===== src/rtl/mem_access_pkg.sv =====
// Shared types for the memory access unit: FSM state encoding, access-type
// constants and the base-select width helper.
package mem_access_pkg;

    typedef enum logic {
        IDLE   = 1'b0,
        ACCESS = 1'b1
    } state_t;

    typedef logic acc_t;

    localparam acc_t ACC_RD = 1'b0;
    localparam acc_t ACC_WR = 1'b1;

    function automatic int sel_width(input int n);
        return (n > 1) ? $clog2(n) : 1;
    endfunction

endpackage


===== src/rtl/mem_access_if.sv =====
// Memory-side request/acknowledge bus between the access unit (master) and
// the data memory (slave).
interface mem_access_if #(
    parameter int ADDR_W = 17,
    parameter int DATA_W = 8
);
    logic [ADDR_W-1:0] mem_addr;
    logic [DATA_W-1:0] mem_wdata;
    logic [DATA_W-1:0] mem_rdata;
    logic              mem_req;
    logic              mem_we;
    logic              mem_ack;

    modport master (
        output mem_addr, mem_wdata, mem_req, mem_we,
        input  mem_rdata, mem_ack
    );

    modport slave (
        input  mem_addr, mem_wdata, mem_req, mem_we,
        output mem_rdata, mem_ack
    );
endinterface


===== src/rtl/mem_access_addr_gen.sv =====
// Byte-address former: zero-extended offset plus base scaled by 2^BASE_SHIFT,
// wrapping modulo 2^ADDR_W.
module mem_addr_gen #(
    parameter int OFFSET_W   = 12,
    parameter int BUS_W      = 16,
    parameter int ADDR_W     = 17,
    parameter int BASE_SHIFT = 1
) (
    input  logic [OFFSET_W-1:0] i_offset,
    input  logic [BUS_W-1:0]    i_base,
    output logic [ADDR_W-1:0]   o_addr
);
    logic [ADDR_W-1:0] w_off_ext;
    logic [ADDR_W-1:0] w_base_scaled;

    // The carry out of the top address bit is always discarded, so the sum is
    // formed directly at ADDR_W bits; this equals the wider sum truncated.
    assign w_off_ext     = ADDR_W'(i_offset);
    assign w_base_scaled = ADDR_W'(i_base) << BASE_SHIFT;
    assign o_addr        = w_off_ext + w_base_scaled;

endmodule


===== src/rtl/mem_access_unit.sv =====
// Base/MDR register unit driving a req/ack data-memory port.
// Optional feature: MEM_AUTOINC_EN adds post-access base auto-increment.
module mem_access_unit
    import mem_access_pkg::*;
#(
    parameter int DATA_W     = 8,
    parameter int BUS_W      = 16,
    parameter int OFFSET_W   = 12,
    parameter int ADDR_W     = 17,
    parameter int NUM_BASE   = 2,
    parameter int BASE_SHIFT = 1,
    localparam int SEL_W     = sel_width(NUM_BASE)
) (
    input  logic                clk,
    input  logic                rst,
    input  logic [SEL_W-1:0]    base_sel,
    input  logic                base_we,
    input  logic                mdr_src,
    input  logic                mdr_we,
    input  logic [OFFSET_W-1:0] offset,
    input  logic [BUS_W-1:0]    bus_in,
    input  logic                rd_start,
    input  logic                wr_start,
`ifdef MEM_AUTOINC_EN
    input  logic                autoinc,
`endif
    output logic [BUS_W-1:0]    base_out,
    output logic [BUS_W-1:0]    mdr_out,
    mem_access_if.master        mem,
    output logic                busy,
    output logic                done
);

    state_t            r_state;
    state_t            w_next;
    logic [BUS_W-1:0]  r_base [NUM_BASE];
    logic [DATA_W-1:0] r_mdr;
    logic [ADDR_W-1:0] r_addr;
    acc_t              r_acc;
    logic              r_done;
`ifdef MEM_AUTOINC_EN
    logic [SEL_W-1:0]  r_sel;
    logic              r_autoinc;
`endif

    logic              w_sel_ok;
    logic [BUS_W-1:0]  w_base_cur;
    logic [ADDR_W-1:0] w_addr;
    logic              w_idle;
    logic              w_start;
    logic              w_complete;
    logic              w_inc_en;

    assign w_idle     = (r_state == IDLE);
    assign w_sel_ok   = (int'(base_sel) < NUM_BASE);
    assign w_base_cur = w_sel_ok ? r_base[base_sel] : '0;
    assign w_start    = w_idle && (rd_start || wr_start);
    assign w_complete = (r_state == ACCESS) && mem.mem_ack;

`ifdef MEM_AUTOINC_EN
    assign w_inc_en = w_complete && r_autoinc;
`else
    assign w_inc_en = 1'b0;
`endif

    mem_addr_gen #(
        .OFFSET_W   (OFFSET_W),
        .BUS_W      (BUS_W),
        .ADDR_W     (ADDR_W),
        .BASE_SHIFT (BASE_SHIFT)
    ) u_addr_gen (
        .i_offset (offset),
        .i_base   (w_base_cur),
        .o_addr   (w_addr)
    );

    always_ff @(posedge clk or posedge rst) begin
        if (rst) r_state <= IDLE;
        else     r_state <= w_next;
    end

    always_comb begin
        w_next = r_state;
        case (r_state)
            IDLE:    if (rd_start || wr_start) w_next = ACCESS;
            ACCESS:  if (mem.mem_ack)          w_next = IDLE;
            default: w_next = IDLE;
        endcase
    end

    // mem_req follows the state register so an asynchronous reset drops it at once.
    always_comb begin
        mem.mem_req = 1'b0;
        mem.mem_we  = 1'b0;
        busy        = 1'b0;
        if (r_state == ACCESS) begin
            mem.mem_req = 1'b1;
            mem.mem_we  = (r_acc == ACC_WR);
            busy        = 1'b1;
        end
    end

    always_ff @(posedge clk or posedge rst) begin
        if (rst) begin
            r_addr <= '0;
            r_acc  <= ACC_RD;
            r_done <= 1'b0;
        end else begin
            r_done <= w_complete;
            if (w_start) begin
                r_addr <= w_addr;
                r_acc  <= rd_start ? ACC_RD : ACC_WR;
            end
        end
    end

`ifdef MEM_AUTOINC_EN
    always_ff @(posedge clk or posedge rst) begin
        if (rst) begin
            r_sel     <= '0;
            r_autoinc <= 1'b0;
        end else if (w_start) begin
            r_sel     <= base_sel;
            r_autoinc <= autoinc;
        end
    end
`endif

    always_ff @(posedge clk or posedge rst) begin
        if (rst) begin
            r_mdr <= '0;
        end else if (w_complete && (r_acc == ACC_RD)) begin
            r_mdr <= mem.mem_rdata;
        end else if (w_idle && mdr_we) begin
            r_mdr <= mdr_src ? mem.mem_rdata : bus_in[DATA_W-1:0];
        end
    end

    // Direct loads are only possible in IDLE, so they never collide with the increment.
    always_ff @(posedge clk or posedge rst) begin
        if (rst) begin
            for (int i = 0; i < NUM_BASE; i++) r_base[i] <= '0;
        end else begin
            for (int i = 0; i < NUM_BASE; i++) begin
`ifdef MEM_AUTOINC_EN
                if (w_inc_en && (int'(r_sel) == i))
                    r_base[i] <= r_base[i] + BUS_W'(1);
                else if (w_idle && base_we && (int'(base_sel) == i))
                    r_base[i] <= bus_in;
`else
                if (!w_inc_en && w_idle && base_we && (int'(base_sel) == i))
                    r_base[i] <= bus_in;
`endif
            end
        end
    end

    assign base_out      = w_base_cur;
    assign mdr_out       = BUS_W'(r_mdr);
    assign mem.mem_addr  = r_addr;
    assign mem.mem_wdata = r_mdr;
    assign done          = r_done;

endmodule


===== src/flat_wrapper.sv =====
// flat-port wrapper written by rule: the top's interface ports become plain ports
module mem_access_unit_flat import mem_access_pkg::*;
#(
    parameter int DATA_W     = 8,
    parameter int BUS_W      = 16,
    parameter int OFFSET_W   = 12,
    parameter int ADDR_W     = 17,
    parameter int NUM_BASE   = 2,
    parameter int BASE_SHIFT = 1,
    localparam int SEL_W     = sel_width(NUM_BASE)
)
  (clk, rst, base_sel, base_we, mdr_src, mdr_we, offset, bus_in, rd_start, wr_start, base_out, mdr_out, busy, done, mem_mem_addr, mem_mem_wdata, mem_mem_req, mem_mem_we, mem_mem_rdata, mem_mem_ack);
  mem_access_if #(.ADDR_W(ADDR_W), .DATA_W(DATA_W)) mem_i ();
  input  logic clk;
  input  logic rst;
  input  logic [SEL_W-1:0] base_sel;
  input  logic base_we;
  input  logic mdr_src;
  input  logic mdr_we;
  input  logic [OFFSET_W-1:0] offset;
  input  logic [BUS_W-1:0] bus_in;
  input  logic rd_start;
  input  logic wr_start;
  output logic [BUS_W-1:0] base_out;
  output logic [BUS_W-1:0] mdr_out;
  output logic busy;
  output logic done;
  output wire logic [$bits(mem_i.mem_addr)-1:0] mem_mem_addr;
  output wire logic [$bits(mem_i.mem_wdata)-1:0] mem_mem_wdata;
  output wire logic [$bits(mem_i.mem_req)-1:0] mem_mem_req;
  output wire logic [$bits(mem_i.mem_we)-1:0] mem_mem_we;
  input wire logic [$bits(mem_i.mem_rdata)-1:0] mem_mem_rdata;
  input wire logic [$bits(mem_i.mem_ack)-1:0] mem_mem_ack;
  assign mem_mem_addr = mem_i.mem_addr;
  assign mem_mem_wdata = mem_i.mem_wdata;
  assign mem_mem_req = mem_i.mem_req;
  assign mem_mem_we = mem_i.mem_we;
  assign mem_i.mem_rdata = mem_mem_rdata;
  assign mem_i.mem_ack = mem_mem_ack;
  mem_access_unit #(.DATA_W(DATA_W), .BUS_W(BUS_W), .OFFSET_W(OFFSET_W), .ADDR_W(ADDR_W), .NUM_BASE(NUM_BASE), .BASE_SHIFT(BASE_SHIFT)) u_core (.clk(clk), .rst(rst), .base_sel(base_sel), .base_we(base_we), .mdr_src(mdr_src), .mdr_we(mdr_we), .offset(offset), .bus_in(bus_in), .rd_start(rd_start), .wr_start(wr_start), .base_out(base_out), .mdr_out(mdr_out), .mem(mem_i), .busy(busy), .done(done));
endmodule

===== config.mk =====
export PLATFORM = sky130hd
export DESIGN_NAME = mem_access_unit_flat
export DESIGN_NICKNAME = d
export VERILOG_FILES = /design/src/rtl/mem_access_pkg.sv /design/src/rtl/mem_access_if.sv /design/src/rtl/mem_access_addr_gen.sv /design/src/rtl/mem_access_unit.sv /design/src/flat_wrapper.sv
export SDC_FILE = /design/constraint.sdc
export NUM_CORES = 1
export LEC_CHECK = 0
export BUFFER_PORTS_ARGS = -buffer_cell sky130_fd_sc_hd__buf_2
export CORE_UTILIZATION = 55
export DETAILED_ROUTE_END_ITERATION = 12
export GPL_TIMING_DRIVEN = 0
export PLACE_DENSITY = 0.85
export SLEW_MARGIN = 20
export SYNTH_ARGS = -nofsm -noshare
export SYNTH_HDL_FRONTEND = slang
export SYNTH_SLANG_ARGS = --single-unit

===== constraint.sdc =====
create_clock -name clk -period 5.08 [get_ports clk]
set_input_delay 1.016 -clock clk [delete_from_list [all_inputs] [get_ports clk]]
set_output_delay 1.016 -clock clk [all_outputs]
set_load 0.05 [all_outputs]

-- After elaboration in Yosys (flattened, before gate mapping)
Cells that the tools add are included.
W data, S select, Z words.
- reduce and logical (&&, ||, !) cells: 9
- multiplexer cells: 12
- bitwise logic cells: 4
- $lt $le $gt $ge: 1
- $add $sub $neg: 1
- operators by type and width (cell ; number):
    $mux W16 ; 3
    $mux W8 ; 3
    $add A12 B17 Y17 ; 1
    $logic_and A1 B1 Y1 ; 7
    $mux W1 ; 5
    $not A1 Y1 ; 3
    $ge A2 B2 Y1 const B ; 1
    $not A1 Y2 ; 1
    $pmux W1 S2 ; 1
    $reduce_bool A2 Y1 ; 1
    $logic_or A1 B1 Y1 ; 1
- output and inout bits: 61
- bits in registers: 60

-- Longest topological paths before layout
Gate-level depths: netlist of the first run.
- depth after elaboration: 5
- mapped depth: 10
- gate-level depth less buffers: 9

-- Cells and area by module
Synthesis of the first run repeated with hierarchy kept, for this count alone.
- cell total of the unflattened synthesis: 286
- area, all modules: 3453.3 µm²
- by module, submodules not included (module ; area each (µm²) ; cells each ; seq. area each (µm²) ; times used):
    mem_access_unit ; 2755.1 ; 201 ; 1501.4 ; 1
    mem_addr_gen ; 698.2 ; 85 ; 0.0 ; 1

-- Worst setup path after synthesis of the first run
No wires, ideal clock.
- path kind: in2reg
- start point: input base_sel
- end point: register u_core.r_addr[12] (netlist: u_core.mem.mem_addr[12])
- path slack: 1.366 ns
- library setup time: 0.082 ns
- data required time: 4.998 ns
- buffers on the path: 2
- cell stages on the path: 10
- data arrival time: 3.632 ns
- cell sequence: buf_2 -> clkbuf_1 -> mux2i_1 -> inv_1 -> ha_1 -> a21oi_1 -> nor2_1 -> o2111a_1 -> or4_1 -> a31oi_1
- cells in the longest elaborated chain, start to end: 5
- ends and longest elaborated chain (what ; RTL line ; text):
    start: declaration ; flat_wrapper.sv:16 ; input logic [SEL_W-1:0] base_sel;
    $not A1 Y2 (implied by the code) ; mem_access_unit.sv:56 ; assign w_base_cur = w_sel_ok ? r_base[base_sel] : '0;
    $mux W16 (implied by the code) (3 in a row) ; mem_access_unit.sv:56 ;
    via base_out[1] ; flat_wrapper.sv:24 ; output logic [BUS_W-1:0] base_out;
    $add A12 B17 Y17 ; mem_access_addr_gen.sv:20 ; assign o_addr = w_off_ext + w_base_scaled;
    end signal: assignment ; mem_access_unit.sv:111 ; r_addr <= w_addr;
    end: declaration ; mem_access_unit.sv:38 ; logic [ADDR_W-1:0] r_addr;
The timed path passes the listed nets, and every way through them passes these cells. The select of a mux whose other input is x is not followed.
A chain may end at the register's enable or synchronous reset.

-- Worst setup path in the final report of the first run
- start point: input base_sel
- end point: register u_core.r_addr[15] (netlist: u_core.mem.mem_addr[15])
- cells in the longest elaborated chain, start to end: 5
- ends and longest elaborated chain (what ; RTL line):
    $not A1 Y2 (implied by the code) ; mem_access_unit.sv:56
    $mux W16 (implied by the code) (3 in a row) ; mem_access_unit.sv:56
    $add A12 B17 Y17 ; mem_access_addr_gen.sv:20
Every way passes these cells. The select of a mux whose other input is x is not followed.

==> flow_summary_export.csv, run 1 <==
group,metric,value,unit
global_route,grt_max_degree,61,
yosys,synth_warnings,0,
routing,drt_drc_violations_left,0,
routing,drt_iter0_markers,178,
timing,max_freq,261.2,MHz
setup_path,critPathLaunchType,"input port",
yosys,synth_top_area_cell,"dfrtp_1",
power,power,2428,µW
power,power.leakage,0.002089,µW
clock_tree,root_buffer,"clkbuf_8",
clock_tree,clock_latency,0.33,ns
global_route,grt_use_total,27.02,%
timing,tns,0,ns
yosys,async_flop_share,100.0,%
yosys,synth-seq-cells,60,
yosys,netlist.area_leader.share,44.26,%
timing,skew,0.008289,ns
yosys,ys.flop_type,"dfrtp_1",
setup_path,critical_path_class,"in2reg",
place,place_congestion,0.8268,
cells_and_area,multiInputGateArea,1685,µm²
cells_and_area,fillers,464,
cells_and_area,diodes,0,
global_route,overflow,0,
timing,finalHoldViolCount,0,
yosys,synthesis.instances,318,
cells_and_area,drive_gt1_share,42.92,%
die,fp-row-count,28,
timing,tightest_slew,0.7538,ns
yosys,syn-cell-area,3392,µm²
die,die_area,6485,µm²
clock_tree,cts_tree,"done",
cells_and_area,syn_to_final_growth,24.35,%
global_route,grt_pass1_vias,2818,
outcome,status,"complete, no violations",
timing,rsz0062_at_grt,"no",
power,powerDensity,575.6,nW/µm²
timing,setup_viol,0,
timing,fin_crit_sh,75.35,%
routing,dr_total_vias,2904,
timing,period_minus_slack,3.828,ns
clock_tree,ctsHoldBuffers,0,
global_route,grt_pass1_wl,13.21,mm
setup_path,required,5.28,ns
die,dieWidth,80.53,µm
yosys,synth_edf_count,0,
routing,wire_per_inst,15.85,µm
clock_tree,clk_path_buf_depth,2,
timing,relSlewSlack,49.75,%
clock_tree,cts_resized,0,
yosys,syn_avg_cell_area,10.67,µm²
clock_tree,cts.sinks,60,
setup_path,cp_max_fo,10,
global_route,antenna_found_initial,0,
die,initial_core_util,57.29,%
place,dpl_cell_area,4000,µm²
clock_tree,clk_pin_slew,0.07,ns
clock_tree,cts_setup_buffers,0,
clock_tree,cts_made_buffers,9,
cells_and_area,fin_area,4218,µm²
worst_hold_path,hp-class,"reg2reg",
setup_path,end_kind,"flip-flop",
place,io_buffers,97,
yosys,yosysSeqAreaShare,44.26,%
yosys,ys_types,53,
place,dp_hpwl,6.079,mm
setup_path,cp.arrival,4.03,ns
die,pin_count,106,
routing,wirelength,8.131,mm
power,peakVddDrop,371.4,µV
routing,postRouteAntennaNets,0,
die,fp.dieH,80.53,µm
job,max-cap-violations,0,
clock_tree,htree_levels,3,
routing,vias_per_cell,5.661,
die,core-area,5921,µm²
routing,drt_pass1_iterations,5,
timing,drv_slew,0,
cells_and_area,finish.net_count,490,
yosys,synth_area_leaders,"dfrtp_1 44%, mux2_2 15%, ha_1 4.1%",
cells_and_area,seqCellArea,1501,µm²
==> kinds of logic (layout without fill, tap and decap cells) <==
logic type / Yosys count / after routing / synth area share (%)
buf+inv: 41 / 154 / 6.824
compound gates: 57 / 57 / 12.17
xor+xnor: 2 / 2 / 0.5165
simple gates: 89 / 89 / 13.28
mux: 56 / 56 / 18.19
fa+ha+maj: 12 / 12 / 4.648
other cells: 1 / 8 / 0.1106
flops: 60 / 60 / 44.26
==> metrics by stage <==
stage | worst slack (ns) | utilization [%] | cells | hold slack [ns]
floorplan | 1.366 | - | 325 | 0.4727
global placement | 1.056 | 67.52 | 497 | 0.4541
detailed placement | 1.041 | 67.56 | 497 | 0.4618
CTS | 1.349 | 71.24 | 513 | 0.4779
global route | 1.129 | 71.24 | 513 | 0.4991
finish | 1.252 | 71.24 | 513 | 0.4729
==> Yosys cell counts (5+ instances only) <==
| cell type | n |
|---|---|
| a21oi_1 | 11 |
| nor2_1 | 21 |
| inv_1 | 8 |
| buf_4 | 18 |
| o21ai_0 | 9 |
| ha_1 | 11 |
| nand3_1 | 13 |
| dfrtp_1 | 60 |
| o31ai_1 | 5 |
| mux2_2 | 45 |
| clkbuf_1 | 6 |
| mux2i_1 | 11 |
| buf_2 | 8 |
| nor3_1 | 5 |
| nand2_1 | 23 |
==> flip-flops by register name (all words and copies together), names as in the netlist <==
register	flops
u_core.done	1
u_core.mem.mem_addr	17
u_core.mem.mem_wdata	8
u_core.r_acc	1
u_core.r_base	32
u_core.r_state	1
==> cells in the final DEF, fill, tap and decap left out, types with 3 or more instances in the layout <==
cell | synthesis | routed
inv_1 | 8 | 7
clkbuf_1 | 6 | 8
mux2i_1 | 11 | 11
and3_1 | 3 | 3
clkbuf_8 | 0 | 10
a22oi_1 | 3 | 3
a31oi_1 | 4 | 4
nand2_1 | 23 | 23
o21a_1 | 4 | 4
a21o_1 | 4 | 4
nor3_1 | 5 | 5
buf_2 | 8 | 105
a21oi_1 | 11 | 11
o21ai_0 | 9 | 9
buf_4 | 18 | 18
conb_1 | 1 | 8
nand3_1 | 13 | 13
ha_1 | 11 | 11
nor2_1 | 21 | 21
nor2b_1 | 3 | 3
or4_1 | 4 | 4
dfrtp_1 | 60 | 60
mux2_2 | 45 | 45
o31ai_1 | 5 | 5
==> worst max-delay path: stages <==
cell and delay [ns]:
buf_2 0.13, buf_2 0.25, clkbuf_1 0.52, mux2_2 0.44, ha_1 0.33, nor2b_1 0.16, o31a_1 0.27, o31ai_1 0.58
a2111o_1 0.25, nand3_1 0.09
==> routing by layer <==
metal,up-vias,GRT usage [%],wire (µm)
li1,1367,-,-
met1,1401,34.21,3495
met2,111,44.24,4006
met3,25,6.705,429
met4,0,10.36,199
met5,-,0,0
==> area by class of cell <==
cell class / instances / area share [%]
buffer: 33 / 4.776
timing repair buffer: 97 / 11.51
clock buffer: 12 / 3.441
clock inverter: 4 / 1.721
sequential: 60 / 35.60
inverter: 8 / 0.7713
multi-input combinational: 224 / 39.96
tap: 75 / 2.225
==> power by group <==
group / switching, µW / internal (µW)
registers: 89.1 / 630
clock network: 191 / 289
logic: 861 / 367
==> final timing paths <==
kind                            slack (ns)                      end  cells past startpoint              startpoint
worst max-delay path                  1.25  u_core.mem.mem_addr[15]                     10                base_sel
worst max register to register        2.53  u_core.mem.mem_addr[15]                      9        u_core.r_base[0]
worst min register to register        0.47   u_core.mem.mem_addr[1]                      2  u_core.mem.mem_addr[1]
max in group asynchronous             3.76   u_core.mem.mem_addr[9]                      2                     rst
min in group asynchronous             0.82  u_core.mem.mem_wdata[1]                      2                     rst
worst min-delay path                  0.47   u_core.mem.mem_addr[1]                      2  u_core.mem.mem_addr[1]
Note: power is estimated with default switching activity, not from simulation.
==> run 2: changes to the inputs <==
ABC_AREA = 1   (was not set)
CORE_UTILIZATION = 52   (was 55)
PLACE_DENSITY = 0.81   (was 0.85)
clock period = 3.8 ns   (was 5.08 ns; I/O delays follow)
==> run 2 against run 1 <==
Against the previous run: power up 53%; first-iteration DRC count decreased by 21%; count of clock-buffer cells in the layout is 1 higher; clock power up 41%; combinational power is 63% higher; largest cell class unchanged; largest power group unchanged.
==> flow_summary_export.csv, run 2 <==
group,metric,value,unit
outcome,status,"complete, no violations",
setup_path,crit_chain,"buf_2, inv_2, clkbuf_1, nand2_1, nand2_1, ha_1, inv_1, fa_1, inv_1, nand3_1, nand3_1, nand2_1, nand2_1, nand2_1, nand2_1, nand2_1, nand3_1, nand2_1",
timing,fin_crit_sh,73.84,%
clock_tree,cts_resized,0,
yosys,syn_avg_cell_area,7.571,µm²
timing,tns,0,ns
setup_path,required,4.03,ns
die,fp-row-count,29,
power,peakVddDrop,807.5,µV
cells_and_area,diodes,0,
timing,finalHoldViolCount,0,
yosys,syn-cell-area,3422,µm²
timing,tightest_slew,0.7228,ns
global_route,grt_busiest_layer,"met2",
clock_tree,root_buffer,"clkbuf_8",
die,initial_core_util,53.89,%
setup_path,slowest_stage,"clkbuf_1",
setup_path,cp.arrival,3.03,ns
setup_path,cp_max_fo,10,
setup_path,critical_path_class,"in2reg",
die,dieWidth,83.12,µm
routing,drt_pass1_iterations,4,
place,io_buffers,97,
power,power.leakage,0.002426,µW
cells_and_area,final_cells,649,
place,dp_hpwl,6.080,mm
job,max-cap-violations,0,
yosys,ys_types,29,
routing,vias_per_cell,4.901,
setup_path,slowest_delay,0.42,ns
routing,drt_drc_violations_left,0,
worst_hold_path,hp-class,"reg2reg",
clock_tree,cts_setup_buffers,0,
routing,wirelength,8.080,mm
place,place_congestion,0.8003,
routing,wire_per_inst,12.45,µm
routing,postRouteAntennaNets,0,
die,die_area,6909,µm²
timing,skew,0.005924,ns
yosys,synth.most_common_cell,"nand2_1",
routing,drt_iter0_markers,141,
cells_and_area,fillers,565,
clock_tree,htree_levels,3,
cells_and_area,multiInputGateArea,1556,µm²
clock_tree,ctsHoldBuffers,0,
die,fp.dieH,83.12,µm
yosys,synth_area_leaders,"dfrtp_1 44%, nand2_1 16%, o21ai_0 7.5%",
setup_path,end_kind,"flip-flop",
place,dp.cells,633,
yosys,yosysSeqAreaShare,43.88,%
cells_and_area,largest_register_ffs,32,
timing,rsz0062_at_grt,"no",
place,dpl_cell_area,4033,µm²
clock_tree,clk_pin_slew,0.06,ns
cells_and_area,regMostFlops,"u_core.r_base",
cells_and_area,fin_area,4269,µm²
clock_tree,cts_tree,"done",
yosys,synth_edf_count,0,
yosys,async_flop_share,100.0,%
cells_and_area,syn_to_final_growth,24.75,%
global_route,grt_use_total,25.23,%
yosys,synth_commonest_cells,"148 x nand2_1, 60 x dfrtp_1, 51 x o21ai_0",
global_route,grt_max_degree,61,
cells_and_area,final_util,67.23,%
cells_and_area,final_common_cell,"nand2_1",
clock_tree,cts.sinks,60,
yosys,ys.flop_type,"dfrtp_1",
yosys,synthesis.instances,452,
global_route,grt_use_met3,4.274,%
cells_and_area,layout_common_cells,"148 x nand2_1, 97 x buf_2, 60 x dfrtp_1, 51 x o21ai_0, 47 x inv_1",
global_route,grt_pass1_wl,13.83,mm
clock_tree,cts_made_buffers,9,
clock_tree,clock_latency,0.34,ns
global_route,grt_use_met1,31.17,%
global_route,overflow,0,
power,power,3719,µW
timing,relSlewSlack,51.81,%
cells_and_area,seqCellArea,1501,µm²
setup_path,cp_common_cell,"nand2_1",
yosys,synth_warnings,0,
timing,max_freq,356.4,MHz
cells_and_area,finish.net_count,624,
timing,setup_viol,0,
yosys,netlist.area_leader.share,43.88,%
power,powerDensity,871.2,nW/µm²
yosys,synth_top_area_cell,"dfrtp_1",
routing,dr_total_vias,3181,
clock_tree,clk_path_buf_depth,2,
setup_path,critPathLaunchType,"input port",
cells_and_area,drive_gt1_share,26.75,%
timing,period_minus_slack,2.806,ns
global_route,grt_pass1_vias,3071,
timing,drv_slew,0,
die,core-area,6350,µm²
yosys,synth-seq-cells,60,
die,pin_count,106,
global_route,antenna_found_initial,0,
global_route,use_met2,42.25,%
-- run 2: changes by cell type after synthesis, sizes merged, moves of 7 or more --
| cell | previous run | this run |
|---|---|---|
| buf | 27 | 20 |
| inv | 8 | 51 |
| mux2 | 45 | 0 |
| mux2i | 11 | 0 |
| nand2 | 23 | 158 |
| nand3 | 13 | 23 |
| nor2 | 22 | 30 |
| o21ai | 9 | 55 |
-- run 2: path summary, 6_finish.rpt --
path | from | endpoint | slack (ns) | cells past startpoint
hold / removal | u_core.mem.mem_addr[15] | u_core.mem.mem_addr[15] | 0.47 | 2
min in group asynchronous | rst | u_core.r_base[14] | 0.54 | 2
hold reg to reg | u_core.mem.mem_addr[15] | u_core.mem.mem_addr[15] | 0.47 | 2
max in group asynchronous | rst | u_core.r_base[3] | 2.78 | 2
setup reg to reg | u_core.r_base[1] | u_core.mem.mem_addr[14] | 1.69 | 13
setup / recovery | base_sel | u_core.mem.mem_addr[13] | 0.99 | 18
-- run 2: area by class of cell --
class                      instances  share of cell area (%)
buffer                            30                   4.660
clock buffer                      13                   3.957
clock inverter                     3                   1.583
inverter                          51                   4.543
multi-input combinational        318                   36.46
sequential                        60                   35.17
tap                               77                   2.257
timing repair buffer              97                   11.37
-- run 2: cell families after synthesis --
| group | Yosys count | synth area share, % |
|---|---|---|
| compound gates | 72 | 11.01 |
| xor+xnor | 6 | 1.536 |
| fa+ha+maj | 12 | 4.607 |
| buf+inv | 81 | 11.41 |
| flops | 60 | 43.88 |
| other cells | 1 | 0.1096 |
| simple gates | 220 | 27.46 |
-- run 2: stage by stage --
| step | hold slack (ns) | setup slack (ns) |
|---|---|---|
| after CTS | 0.4772 | 1.018 |
| after detailed placement | 0.4596 | 0.6751 |
| final | 0.4746 | 0.9940 |
| after global placement | 0.4585 | 0.7037 |
| after floorplan | 0.4457 | 0.7932 |
| after global routing | 0.4915 | 0.7790 |
-- run 2: layer usage --
metal / vias to the layer above / wire, µm
met4: 0 / 246
met2: 83 / 4045
li1: 1633 / -
met1: 1446 / 3467
met3: 19 / 320
met5: - / 0
-- run 2: power breakdown --
| group | total (µW) | switching [µW] | leakage [µW] | internal, µW |
|---|---|---|---|---|
| sequential | 1040 | 143 | 0.000734 | 892 |
| combinational | 2000 | 1470 | 0.00158 | 535 |
| clock | 679 | 255 | 0.000116 | 424 |
| total | 3720 | 1870 | 0.00243 | 1850 |
-- run 2: critical path, delay by kind of cell --
kind | cells | cell delay [ns]
and+or+nand+nor | 11 | 0.89
adders and majority gates | 2 | 0.57
buffers and inverters | 5 | 0.80
